===== src/rtl/alu_share_arbiter_if.sv =====
// Bundle of requester handshakes, result return and shared-ALU drive
// signals for alu_share_arbiter.
interface alu_share_arbiter_if #(
  parameter int WIDTH = 8,
  parameter int OPW   = 3
);
  logic             req0;
  logic [OPW-1:0]   op0;
  logic [WIDTH-1:0] a0;
  logic [WIDTH-1:0] b0;
  logic             req1;
  logic [OPW-1:0]   op1;
  logic [WIDTH-1:0] a1;
  logic [WIDTH-1:0] b1;
  logic             done0;
  logic             done1;
  logic [WIDTH-1:0] result;
  logic             busy;
  logic [OPW-1:0]   alu_op;
  logic [WIDTH-1:0] alu_in1;
  logic [WIDTH-1:0] alu_in2;
  logic [WIDTH-1:0] alu_out;

  // Arbiter side
  modport slave (
    input  req0, op0, a0, b0, req1, op1, a1, b1, alu_out,
    output done0, done1, result, busy, alu_op, alu_in1, alu_in2
  );

  // Requester / ALU side
  modport master (
    output req0, op0, a0, b0, req1, op1, a1, b1, alu_out,
    input  done0, done1, result, busy, alu_op, alu_in1, alu_in2
  );
endinterface


===== src/rtl/alu_share_arbiter.sv =====
// Round-robin arbiter sharing one combinational ALU between two requesters.
// The winner's operands are held on the ALU for EXEC_CYCLES cycles, the ALU
// output is captured into result, and a one-cycle done pulse goes back to
// the winner.
module alu_share_arbiter #(
  parameter int WIDTH       = 8,
  parameter int OPW         = 3,
  parameter int EXEC_CYCLES = 1
) (
  input  logic               clk,
  input  logic               rst_n,
  alu_share_arbiter_if.slave bus
);

  localparam int CW = 4;
  localparam logic [CW-1:0] CNT_LOAD = CW'(EXEC_CYCLES - 1);

  typedef enum logic [1:0] {IDLE, EXEC, DONE} state_t;

  state_t           state;
  logic             last_gnt;
  logic             gnt;
  logic [CW-1:0]    cnt;
  logic             done0_q;
  logic             done1_q;
  logic             busy_q;
  logic [WIDTH-1:0] result_q;
  logic [OPW-1:0]   alu_op_q;
  logic [WIDTH-1:0] alu_in1_q;
  logic [WIDTH-1:0] alu_in2_q;
  logic             pick1;

  // Port 1 wins when it alone requests, or on a tie when port 0 was served last.
  always_comb begin
    pick1 = bus.req1 && (!bus.req0 || !last_gnt);
  end

  // Arbitration FSM; the ALU drive registers double as the operand latch.
  always_ff @(posedge clk or negedge rst_n) begin
    if (!rst_n) begin
      state     <= IDLE;
      last_gnt  <= 1'b1;
      gnt       <= 1'b0;
      cnt       <= '0;
      done0_q   <= 1'b0;
      done1_q   <= 1'b0;
      busy_q    <= 1'b0;
      result_q  <= '0;
      alu_op_q  <= '0;
      alu_in1_q <= '0;
      alu_in2_q <= '0;
    end else begin
      case (state)
        IDLE: begin
          if (bus.req0 || bus.req1) begin
            gnt       <= pick1;
            last_gnt  <= pick1;
            alu_op_q  <= pick1 ? bus.op1 : bus.op0;
            alu_in1_q <= pick1 ? bus.a1  : bus.a0;
            alu_in2_q <= pick1 ? bus.b1  : bus.b0;
            cnt       <= CNT_LOAD;
            busy_q    <= 1'b1;
            state     <= EXEC;
          end
        end
        EXEC: begin
          if (cnt == '0) begin
            result_q <= bus.alu_out;
            done0_q  <= !gnt;
            done1_q  <= gnt;
            state    <= DONE;
          end else begin
            cnt <= cnt - 1'b1;
          end
        end
        DONE: begin
          done0_q   <= 1'b0;
          done1_q   <= 1'b0;
          busy_q    <= 1'b0;
          alu_op_q  <= '0;
          alu_in1_q <= '0;
          alu_in2_q <= '0;
          state     <= IDLE;
        end
        default: state <= IDLE;
      endcase
    end
  end

  assign bus.done0   = done0_q;
  assign bus.done1   = done1_q;
  assign bus.busy    = busy_q;
  assign bus.result  = result_q;
  assign bus.alu_op  = alu_op_q;
  assign bus.alu_in1 = alu_in1_q;
  assign bus.alu_in2 = alu_in2_q;

endmodule


===== src/flat_wrapper.sv =====
// flat-port wrapper written by rule: the top's interface ports become plain ports
module alu_share_arbiter_flat 
#(
  parameter int WIDTH       = 8,
  parameter int OPW         = 3,
  parameter int EXEC_CYCLES = 1
)
  (clk, rst_n, bus_req0, bus_op0, bus_a0, bus_b0, bus_req1, bus_op1, bus_a1, bus_b1, bus_alu_out, bus_done0, bus_done1, bus_result, bus_busy, bus_alu_op, bus_alu_in1, bus_alu_in2);
  alu_share_arbiter_if #(.WIDTH(WIDTH), .OPW(OPW)) bus_i ();
  input  logic clk;
  input  logic rst_n;
  input wire logic [$bits(bus_i.req0)-1:0] bus_req0;
  input wire logic [$bits(bus_i.op0)-1:0] bus_op0;
  input wire logic [$bits(bus_i.a0)-1:0] bus_a0;
  input wire logic [$bits(bus_i.b0)-1:0] bus_b0;
  input wire logic [$bits(bus_i.req1)-1:0] bus_req1;
  input wire logic [$bits(bus_i.op1)-1:0] bus_op1;
  input wire logic [$bits(bus_i.a1)-1:0] bus_a1;
  input wire logic [$bits(bus_i.b1)-1:0] bus_b1;
  input wire logic [$bits(bus_i.alu_out)-1:0] bus_alu_out;
  output wire logic [$bits(bus_i.done0)-1:0] bus_done0;
  output wire logic [$bits(bus_i.done1)-1:0] bus_done1;
  output wire logic [$bits(bus_i.result)-1:0] bus_result;
  output wire logic [$bits(bus_i.busy)-1:0] bus_busy;
  output wire logic [$bits(bus_i.alu_op)-1:0] bus_alu_op;
  output wire logic [$bits(bus_i.alu_in1)-1:0] bus_alu_in1;
  output wire logic [$bits(bus_i.alu_in2)-1:0] bus_alu_in2;
  assign bus_i.req0 = bus_req0;
  assign bus_i.op0 = bus_op0;
  assign bus_i.a0 = bus_a0;
  assign bus_i.b0 = bus_b0;
  assign bus_i.req1 = bus_req1;
  assign bus_i.op1 = bus_op1;
  assign bus_i.a1 = bus_a1;
  assign bus_i.b1 = bus_b1;
  assign bus_i.alu_out = bus_alu_out;
  assign bus_done0 = bus_i.done0;
  assign bus_done1 = bus_i.done1;
  assign bus_result = bus_i.result;
  assign bus_busy = bus_i.busy;
  assign bus_alu_op = bus_i.alu_op;
  assign bus_alu_in1 = bus_i.alu_in1;
  assign bus_alu_in2 = bus_i.alu_in2;
  alu_share_arbiter #(.WIDTH(WIDTH), .OPW(OPW), .EXEC_CYCLES(EXEC_CYCLES)) u_core (.clk(clk), .rst_n(rst_n), .bus(bus_i));
endmodule

===== config.mk =====
export PLATFORM = sky130hd
export DESIGN_NAME = alu_share_arbiter_flat
export DESIGN_NICKNAME = d
export VERILOG_FILES = /design/src/rtl/alu_share_arbiter_if.sv /design/src/rtl/alu_share_arbiter.sv /design/src/flat_wrapper.sv
export SDC_FILE = /design/constraint.sdc
export NUM_CORES = 1
export LEC_CHECK = 0
export CAP_MARGIN = 10
export CORE_MARGIN = 4
export CORE_UTILIZATION = 30
export DETAILED_ROUTE_END_ITERATION = 8
export GPL_ROUTABILITY_DRIVEN = 0
export PLACE_DENSITY = 0.67
export SYNTH_ARGS = -nofsm -noshare
export SYNTH_HDL_FRONTEND = slang
export SYNTH_SLANG_ARGS = --single-unit

===== constraint.sdc =====
create_clock -name clk -period 1.5 [get_ports clk]
set_input_delay 0.15 -clock clk [delete_from_list [all_inputs] [get_ports clk]]
set_output_delay 0.15 -clock clk [all_outputs]
set_load 0.01 [all_outputs]

**Word-level counts from Yosys, hierarchy flattened**

Cells that the tools add are included.

- Bits in registers: 38
- Bits of input ports: 50
- Word-level logic and storage cells: 55
- Output and inout bits: 30

- Add/subtract/negate cells: 1
- Reductions and logical operators: 17
- Mux-type cells: 21
- Eq/ne operators: 5

Operators with widths:

| kind | number |
|---|---|
| $mux W8 | 4 |
| $pmux W8 S2 | 2 |
| $reduce_and A2 Y1 | 5 |
| $mux W4 | 2 |
| $pmux W4 S2 | 1 |
| $mux W3 | 2 |
| $pmux W1 S2 | 3 |
| $pmux W3 S2 | 1 |
| $reduce_bool A2 Y1 | 3 |
| $logic_not A4 Y1 | 1 |
| $mux W2 | 2 |
| $ne A2 B1 Y1 const B | 2 |
| $pmux W2 S2 | 1 |
| $sub A4 B1 Y4 const B | 1 |
| $logic_not A1 Y1 | 3 |
| $mux W1 | 3 |
| $reduce_and A3 Y1 | 1 |
| $eq A2 B1 Y1 const B | 1 |
| $eq A2 B2 Y1 const B | 1 |
| $logic_not A2 Y1 | 1 |
| $logic_or A1 B1 Y1 | 2 |
| $ne A2 B2 Y1 const B | 1 |
| $logic_and A1 B1 Y1 | 1 |

**Logic depth before layout (Yosys ltp)**

Gate-level depths: netlist of the first run.

- Word-level depth: 6
- Gate-level depth with buffers: 6
- Gate-level depth less buffers: 5

**Worst setup path after synthesis of the first run**

No wires, ideal clock.

- Kind: flip-flop to flip-flop
- Start point: reg u_core.cnt[0]
- End point: reg u_core.result_q[0], in the netlist u_core.bus.result[0]
- Cell stages (with the launch flop): 7
- Setup slack: -0.021 ns
- Buffers on the path: 1
- Data arrival time: 1.396 ns
- Required time: 1.375 ns
- Setup time: 0.125 ns
- Period minus slack after synthesis: 1.521 ns
- Cell sequence: dfrtp_1 inv_1 ha_1 nor3b_2 nand2b_4 buf_6 mux2_4

- Longest elaborated chain between the ends: 2

RTL lines:

| what | line | source |
|---|---|---|
| start, declared | alu_share_arbiter.sv:23 | `logic [CW-1:0] cnt;` |
| start signal, assigned | alu_share_arbiter.sv:73 | `cnt <= cnt - 1'b1;` |
| $logic_not A4 Y1 | alu_share_arbiter.sv:67 | `if (cnt == '0) begin` |
| $reduce_and A2 Y1 (no source line) | -- |  |
| end signal, assigned | alu_share_arbiter.sv:68 | `result_q <= bus.alu_out;` |
| end, declared | alu_share_arbiter.sv:27 | `logic [WIDTH-1:0] result_q;` |

Every way passes these cells.
A chain may end at the register's enable or synchronous reset.

**Worst setup path in the final report of the first run**

- Start point: reg u_core.cnt[1]
- End point: reg u_core.result_q[3], in the netlist u_core.bus.result[3]

The elaborated chain is that of the path after synthesis.

==> results of run 1 <==
-- layer usage --
metal	wire length, um	part of all wire	vias up
met2	2170	0.48	55
met3	323	0.071	5
met5	0	0	-
met4	44	0.0097	0
li1	-	-	712
met1	2000	0.44	693
-- power breakdown --
part / internal [mW] / leakage (nW) / switching (mW) / total (mW)
sequential: 1.46 / 0.475 / 0.288 / 1.75
combinational: 1.58 / 0.805 / 0.959 / 2.54
clock: 0.542 / 0.0585 / 0.351 / 0.893
-- cell usage in the layout (no fill, tap or decap), drive strengths merged --
master	netlist	final
o21ai	7	7
clkdlybuf4s50	0	78
nor2	4	4
or2	1	1
nor3b	2	2
a221o	19	19
buf	6	19
nor3	3	3
a22o	2	2
dfrtp	37	37
nand2b	4	5
mux2	8	8
dfstp	1	1
a21boi	1	1
or4	1	1
nand2	3	3
o31ai	1	1
clkinv	2	2
ha	2	2
bufinv	0	1
mux2i	5	5
o21a	1	1
clkbuf	3	7
inv	4	4
dlygate4sd3	0	1
nor2b	1	1
and3	20	20
-- sequential cells by signal, summed over array words and instances, names as in the netlist --
name,flops
u_core.bus.alu_in1,8
u_core.bus.alu_in2,8
u_core.bus.alu_op,3
u_core.bus.busy,1
u_core.bus.done0,1
u_core.bus.done1,1
u_core.bus.result,8
u_core.cnt,4
u_core.gnt,1
u_core.last_gnt,1
u_core.state,2
-- repair_timing --
action,in CTS,in global routing
gates resized for setup,7,2
pin swaps,1,1
hold buffers,1,0
gates cloned,1,0
setup endpoints to repair,27,13
hold endpoints to repair,21,0
buffers inserted,5,1
-- worst paths after layout --
path	start	to	slack, ps	depth (start not counted)
worst min register to register	u_core.bus.busy	u_core.bus.busy	510	1
min in group clk	bus_a0[4]	u_core.bus.alu_in1[4]	470	2
worst min-delay path	rst_n	u_core.bus.result[4]	380	2
worst max register to register	u_core.cnt[1]	u_core.bus.result[3]	-40	5
max in group asynchronous	rst_n	u_core.bus.alu_in1[3]	580	3
worst max-delay path	u_core.cnt[1]	u_core.bus.result[3]	-40	5
-- critical path: stages (launching register included) --
cell	delay [ps]
dfrtp_1	400
inv_2	90
ha_4	140
nor3b_4	320
nand2b_4	150
mux2_4	320
-- cell families (layout without fill, tap and decap cells) --
| kind of cell | after synthesis | after routing | share of synthesized area |
|---|---|---|---|
| AOI/OAI and AO/OA | 31 | 31 | 0.158 |
| adders and majority gates | 2 | 2 | 0.0142 |
| buffers and inverters | 15 | 112 | 0.0497 |
| DFF | 38 | 38 | 0.540 |
| muxes | 13 | 13 | 0.0945 |
| and+or+nand+nor | 39 | 40 | 0.143 |
-- per-stage QoR --
stage | setup WS [ps] | hold WS (ps) | area [um2] | setup TNS [ps] | utilization
after floorplan | 6.56 | -146 | 1770 | 0 | -
after CTS | -30.0 | 387 | 2900 | -135 | 0.517
after global placement | -214 | 163 | 2690 | -4040 | 0.479
after detailed placement | -271 | 169 | 2690 | -5130 | 0.479
after global routing | -72.8 | 433 | 2900 | -502 | 0.518
final | -40.9 | 383 | 2900 | -228 | 0.518
-- area by class of cell --
type                            instances  area [um2]
Timing Repair Buffer                   98         960
Clock inverter                          1        30.0
Fill cell                             519        2700
Clock buffer                            7        86.3
Multi-Input combinational cell         86         763
Tap cell                               72        90.1
Sequential cell                        38         952
Inverter                                6        22.5
==> run_results.csv, run 1 <==
group,metric,value,unit
yosys,synthTopCellsByCount,"37 x dfrtp_1, 19 x a221o_1, 19 x and3_1",
final_layout,antennaDiodeCount,0,
placement,dp.cells,293,
yosys,synth_top_flop_cell,"dfrtp_1",
yosys,synth_warnings,0,
timing,drv_slew,0,
yosys,synth_cells,138,
yosys,synth-seq-cells,38,
die,dieWidth,84.6,um
placement,portBuffers,79,
worst_setup_path,path_class,"reg2reg",
die,die_area,7160,um2
timing,max_freq,649,MHz
worst_setup_path,crit_arrival,1710,ps
grt,grt_use_met1,0.167,
drt,drc,0,
yosys,seq_area_frac_synth,0.540,
drt,drt-initial-drc-count,45,
cts,cts_max_path_buffers,2,
cts,cts_tree,"done",
drt,routed_via_density,4.76,
final_layout,drive_gt1_frac,0.208,
yosys,netlist_area,1760,um2
drt,wl_per_cell,14.7,um
final_layout,nets,287,
power_and_ir_drop,p_leak,1.34,nW
yosys,synth_top_cell_by_area,"dfrtp_1",
flow_run,drv_cap,0,
power_and_ir_drop,ir_drop,0.709,mV
hold_path,hp-class,"in2async",
worst_setup_path,endpoint_kind,"flip-flop",
outcome,violations,"setup timing",
grt,grt.busiest_layer,"met2",
worst_setup_path,cp-start-kind,"flip-flop",
cts,h-tree-depth,2,
grt,grt_pass1_wl,7.49,mm
timing,worst_slew_pin_slew,551,ps
grt,antenna_found_initial,0,
power_and_ir_drop,power_density,1790,nW/um2
die,initial_core_util,0.314,
cts,cts_made_buffers,5,
cts,cts.sinks,38,
yosys,syn_nets,190,
drt,vias,1465,
yosys,synthMostInstantiatedCell,"dfrtp_1",
timing,hold_violations,0,
drt,drt-total-wl,4.53,mm
grt,grt_max_degree,25,
yosys,syn-mean-instance-area,12.8,um2
yosys,yosysTopAreaCellShare,0.526,
cts,cts-root-buf,"clkbuf_8",
die,pin_count,80,
yosys,synth_area_leaders,"dfrtp_1 53%, a221o_1 11%, and3_1 6.7%",
worst_setup_path,cp_data_required_time,1670,ps
placement,dp_hpwl,3.25,mm
power_and_ir_drop,total_power,5.19,mW
grt,grt.met3_usage,0.0461,
grt,use_met2,0.211,
drt,ant_nets,0,
timing,skew,5.61,ps
yosys,synth-async-reset-ratio,1.00,
grt,grt_pass1_vias,1542,
cts,clkTransAtPathRegs,70,ps
grt,grt-ovfl-total,0,
die,rows,27,
timing,worst_slack,-40.9,ps
final_layout,layout.cells.non_filler,308,
drt,drtPass1Iterations,4,
outcome,status,"complete, but fails checks",
timing,min_period,1540,ps
grt,track_usage,0.131,
yosys,synth_enable_flop_cells,0,
worst_setup_path,cp_max_fo,5,
timing,maxSlewHeadroom,0.633,
cts,clk_latency,280,ps
timing,fin_crit_sh,1.03,
die,core_area,5610,um2
timing,setup_viol,8,
yosys,synth_cell_types,31,
die,die_y,84.6,um
final_layout,area_growth,64.8,%
timing,rsz0062_at_grt,"true",
No activity file was read; power rests on OpenSTA's default activity.
==> inputs of run 2 (changes only) <==
- CORE_UTILIZATION: 30 -> 37
- GPL_TIMING_DRIVEN: not set -> 0
- PLACE_DENSITY: 0.67 -> 0.8
==> run_results.csv, run 2 (synthesis gave the netlist of run 1 again) <==
group,metric,value,unit
drt,m1WireLength,1.81,mm
grt,grt-ovfl-total,0,
final_layout,layout_commonest_cell,"clkdlybuf4s50_1",
drt,routed_via_density,5.29,
timing,fin_crit_sh,1.02,
final_layout,fin_area,2810,um2
timing,worst_slack,-27.3,ps
drt,wl_per_cell,15.2,um
worst_setup_path,critPathTopFamily,"flip-flops",
drt,wl_met3,459,um
timing,worst_slew_pin_slew,826,ps
grt,antenna_found_initial,0,
worst_setup_path,cp_slowest_stage_delay,400,ps
cts,h-tree-depth,2,
drt,met2_length,2.05,mm
cts,cts.sinks,38,
outcome,violations,"setup timing",
drt,top_layer,"met4",
final_layout,layout_common_cells,"78 x clkdlybuf4s50_1, 36 x dfrtp_1, 19 x and3_1, 19 x a221o_1, 11 x buf_4",
timing,skew,3.37,ps
worst_setup_path,cp_max_fo,9,
cts,cts_max_path_buffers,2,
worst_setup_path,cp-start-kind,"flip-flop",
final_layout,fillerInstances,367,
final_layout,nets,286,
die,die_area,5930,um2
cts,cts_made_buffers,5,
worst_setup_path,path_class,"reg2reg",
drt,drtPass1Iterations,4,
outcome,status,"complete, but fails checks",
hold_path,hp-class,"in2reg",
final_layout,utilization,0.629,
timing,drv_slew,0,
drt,ant_nets,0,
drt,drt-initial-drc-count,59,
die,initial_core_util,0.394,
timing,rsz0062_at_grt,"true",
die,dieWidth,77,um
die,die_y,77,um
worst_setup_path,crit_arrival,1700,ps
grt,track_usage,0.151,
cts,clkTransAtPathRegs,70,ps
worst_setup_path,path_buf_inv,2,
placement,dp_hpwl,3.15,mm
flow_run,drv_cap,0,
power_and_ir_drop,p_leak,1.31,nW
die,rows,24,
timing,setup_viol,7,
placement,portBuffers,79,
worst_setup_path,cp_data_required_time,1670,ps
timing,hold_violations,0,
placement,dp_slack,-272,ps
die,core_area,4470,um2
cts,cts_tree,"done",
drt,drc,0,
drt,vias,1519,
power_and_ir_drop,ir_drop,0.674,mV
timing,max_freq,655,MHz
worst_setup_path,path_cells,"inv_2, ha_4, nor3b_4, nand2b_4, buf_12, mux2_4",
timing,min_period,1530,ps
final_layout,antennaDiodeCount,0,
grt,grt_pass1_vias,1479,
final_layout,drive_gt1_frac,0.200,
power_and_ir_drop,total_power,4.95,mW
worst_setup_path,endpoint_kind,"flip-flop",
final_layout,area_growth,59.7,%
timing,maxSlewHeadroom,0.449,
cts,cts-root-buf,"clkbuf_8",
placement,place_area,2620,um2
grt,grt_pass1_wl,7.02,mm
die,pin_count,80,
power_and_ir_drop,power_density,1760,nW/um2
drt,drt-total-wl,4.37,mm
cts,clk_latency,280,ps
timing,final.setup.tns,-144,ps
worst_setup_path,crit_slowest_cell,"dfrtp_1",
grt,grt_max_degree,39,
==> run 2: cell types whose count changed in the layout (fill, tap and decap cells not counted), sizes merged <==
cell    change
buf         -3
bufinv      -1
clkbuf      +3
inv         +1
nand2b      -1
==> run 2: final timing paths <==
| check | slack (ps) | from | cells after the start | to |
|---|---|---|---|---|
| min in group asynchronous | 510 | rst_n | 2 | u_core.bus.result[0] |
| hold reg to reg | 490 | u_core.gnt | 1 | u_core.bus.done0 |
| hold / removal | 460 | bus_alu_out[5] | 2 | u_core.bus.result[5] |
| max in group asynchronous | 430 | rst_n | 2 | u_core.state[0] |
| setup reg to reg | -30 | u_core.cnt[1] | 6 | u_core.bus.result[4] |
| setup / recovery | -30 | u_core.cnt[1] | 6 | u_core.bus.result[4] |
==> run 2: final cells by class <==
class,instances,area [um2],area share
well taps,52,65.1,0.0231
inverters,6,22.5,0.00800
clock buffers,7,86.3,0.0307
clock inverters,1,5.00,0.00178
plain buffers,9,77.6,0.0276
flip-flops and latches,38,953,0.339
repair buffers,89,863,0.307
multi-input cells,85,741,0.263
==> run 2: through the flow <==
step / hold WS [ps] / std cells
after global placement: 466 / 269
after detailed placement: 300 / 269
final: 464 / 287
after floorplan: -146 / 138
after global routing: 468 / 287
after CTS: 457 / 283
==> run 2: per-layer routing <==
metal | vias to the layer above | GRT usage
met2 | 63 | 0.237
li1 | 711 | -
met1 | 736 | 0.181
met5 | - | 0
met3 | 9 | 0.0738
met4 | 0 | 0.0480
==> run 2: timing repair <==
item	4_1_cts	5_1_grt
pin swaps	2	1
setup buffers	5	4
setup endpoints to repair	12	22
resized for setup	6	8
endpoints found under the hold margin	37	0
hold buffers	1	0
==> run 2: power breakdown <==
part / internal [mW] / switching (mW) / total [mW]
Sequential: 1.46 / 0.251 / 1.71
Combinational: 1.55 / 0.978 / 2.53
Clock: 0.370 / 0.338 / 0.709
Total: 3.39 / 1.57 / 4.95
==> inputs of run 3 (changes only) <==
- PLACE_DENSITY: 0.8 -> 0.76
==> run_results.csv, run 3 (synthesis gave the netlist of run 1 again) <==
group,metric,value,unit
timing,max_freq,675,MHz
placement,dp_slack,-243,ps
worst_setup_path,startpoint,"u_core.cnt[1]",
placement,dp.cells,269,
die,initial_core_util,0.394,
flow_run,drv_cap,0,
cts,clk_latency,280,ps
die,pin_count,80,
drt,m1WireLength,2.00,mm
final_layout,drive_gt1_frac,0.190,
final_layout,antennaDiodeCount,0,
cts,cts-root-buf,"clkbuf_8",
drt,drc,0,
hold_path,hold_depth,4,
cts,clkTransAtPathRegs,70,ps
hold_path,hp-class,"in2reg",
timing,worst_slack,18.0,ps
power_and_ir_drop,p_leak,1.30,nW
grt,grt-ovfl-total,0,
worst_setup_path,cp.depth,6,
worst_setup_path,endpoint_kind,"flip-flop",
timing,final.setup.tns,0,ps
worst_setup_path,path_class,"reg2reg",
die,rows,24,
worst_setup_path,reg2reg_from,"u_core.cnt[1]",
drt,vias,1475,
worst_setup_path,cp_slowest_stage_delay,390,ps
worst_setup_path,r2r_cells,6,
worst_setup_path,crit_slowest_cell,"dfrtp_1",
drt,wl_met3,450,um
power_and_ir_drop,total_power,4.87,mW
placement,place_area,2620,um2
outcome,status,"finished clean",
worst_setup_path,crit_arrival,1650,ps
drt,wl_per_cell,15.5,um
timing,fin_crit_sh,0.988,
hold_path,hold_start,"bus_req0",
drt,drt-total-wl,4.40,mm
grt,grt_pass1_vias,1535,
grt,antenna_found_initial,0,
power_and_ir_drop,power_density,1750,nW/um2
timing,rsz0062_at_grt,"true",
cts,cts_tree,"done",
timing,skew,6.54,ps
final_layout,layout_common_cells,"77 x clkdlybuf4s50_1, 36 x dfrtp_1, 19 x and3_1, 19 x a221o_1, 9 x buf_4",
final_layout,layout_commonest_cell,"clkdlybuf4s50_1",
power_and_ir_drop,ir_drop,0.677,mV
timing,maxSlewHeadroom,0.434,
final_layout,nets,284,
worst_setup_path,cp-start-kind,"flip-flop",
timing,setup_viol,0,
worst_setup_path,path_cells,"inv_2, ha_4, nor3b_4, nand2b_4, buf_12, mux2_4",
final_layout,fillerInstances,355,
timing,hold_violations,0,
grt,track_usage,0.154,
final_layout,layout.cells.non_filler,284,
placement,portBuffers,79,
grt,grt_max_degree,39,
worst_setup_path,critPathTopFamily,"flip-flops",
drt,ant_nets,0,
final_layout,utilization,0.623,
drt,routed_via_density,5.19,
timing,drv_slew,0,
cts,h-tree-depth,2,
cts,cts.sinks,38,
die,die_area,5930,um2
drt,top_layer,"met4",
timing,min_period,1480,ps
drt,drtPass1Iterations,4,
die,die_y,77,um
grt,grt_pass1_wl,7.29,mm
final_layout,area_growth,58.3,%
worst_setup_path,cp_max_fo,8,
timing,worst_slew_pin_slew,849,ps
drt,drt-initial-drc-count,61,
cts,cts_made_buffers,5,
final_layout,fin_area,2790,um2
cts,cts_max_path_buffers,2,
die,core_area,4470,um2
worst_setup_path,path_buf_inv,2,
die,dieWidth,77,um
drt,met2_length,1.94,mm
placement,dp_hpwl,3.18,mm
worst_setup_path,cp_data_required_time,1660,ps
timing,worst_hold_slack,443,ps
run 3: worst reg2reg max path, stage by stage (launching register included):
cell	delay, ps
dfrtp_1	390
inv_2	80
ha_4	130
nor3b_4	230
nand2b_4	90
buf_12	150
mux2_4	290
run 3: layout make-up:
| cell class | instances | area, um2 | share of cell area |
|---|---|---|---|
| Buffer | 9 | 77.6 | 0.0278 |
| Clock buffer | 5 | 68.8 | 0.0247 |
| Clock inverter | 2 | 10.0 | 0.00359 |
| Inverter | 6 | 22.5 | 0.00808 |
| Multi-Input combinational cell | 85 | 741 | 0.266 |
| Sequential cell | 38 | 953 | 0.342 |
| Tap cell | 52 | 65.1 | 0.0233 |
| Timing Repair Buffer | 87 | 851 | 0.305 |
run 3: worst paths after layout:
path,end,slack [ps]
worst max register to register,u_core.bus.result[4],20
worst max-delay path,u_core.bus.result[4],20
worst min register to register,u_core.bus.done0,490
max in group asynchronous,u_core.state[0],410
worst min-delay path,u_core.cnt[3],440
min in group asynchronous,u_core.cnt[3],510
run 3: report_power, final:
part	internal (mW)	leakage (nW)	switching, mW
registers	1.46	0.473	0.247
logic	1.54	0.782	0.971
clock network	0.312	0.0438	0.340
total	3.31	1.30	1.56
run 3: timing repair:
action                                 CTS  global route
pin swaps                                2             1
resized for setup                        6             8
buffers inserted                         5             2
setup endpoints to repair               17            28
hold buffers                             1             0
endpoints found under the hold margin   29             0
run 3: routing by layer:
metal  up-vias  GRT usage
li1        706          -
met1       685      0.200
met2        82      0.237
met3         2     0.0644
met4         0     0.0427
met5         -          0
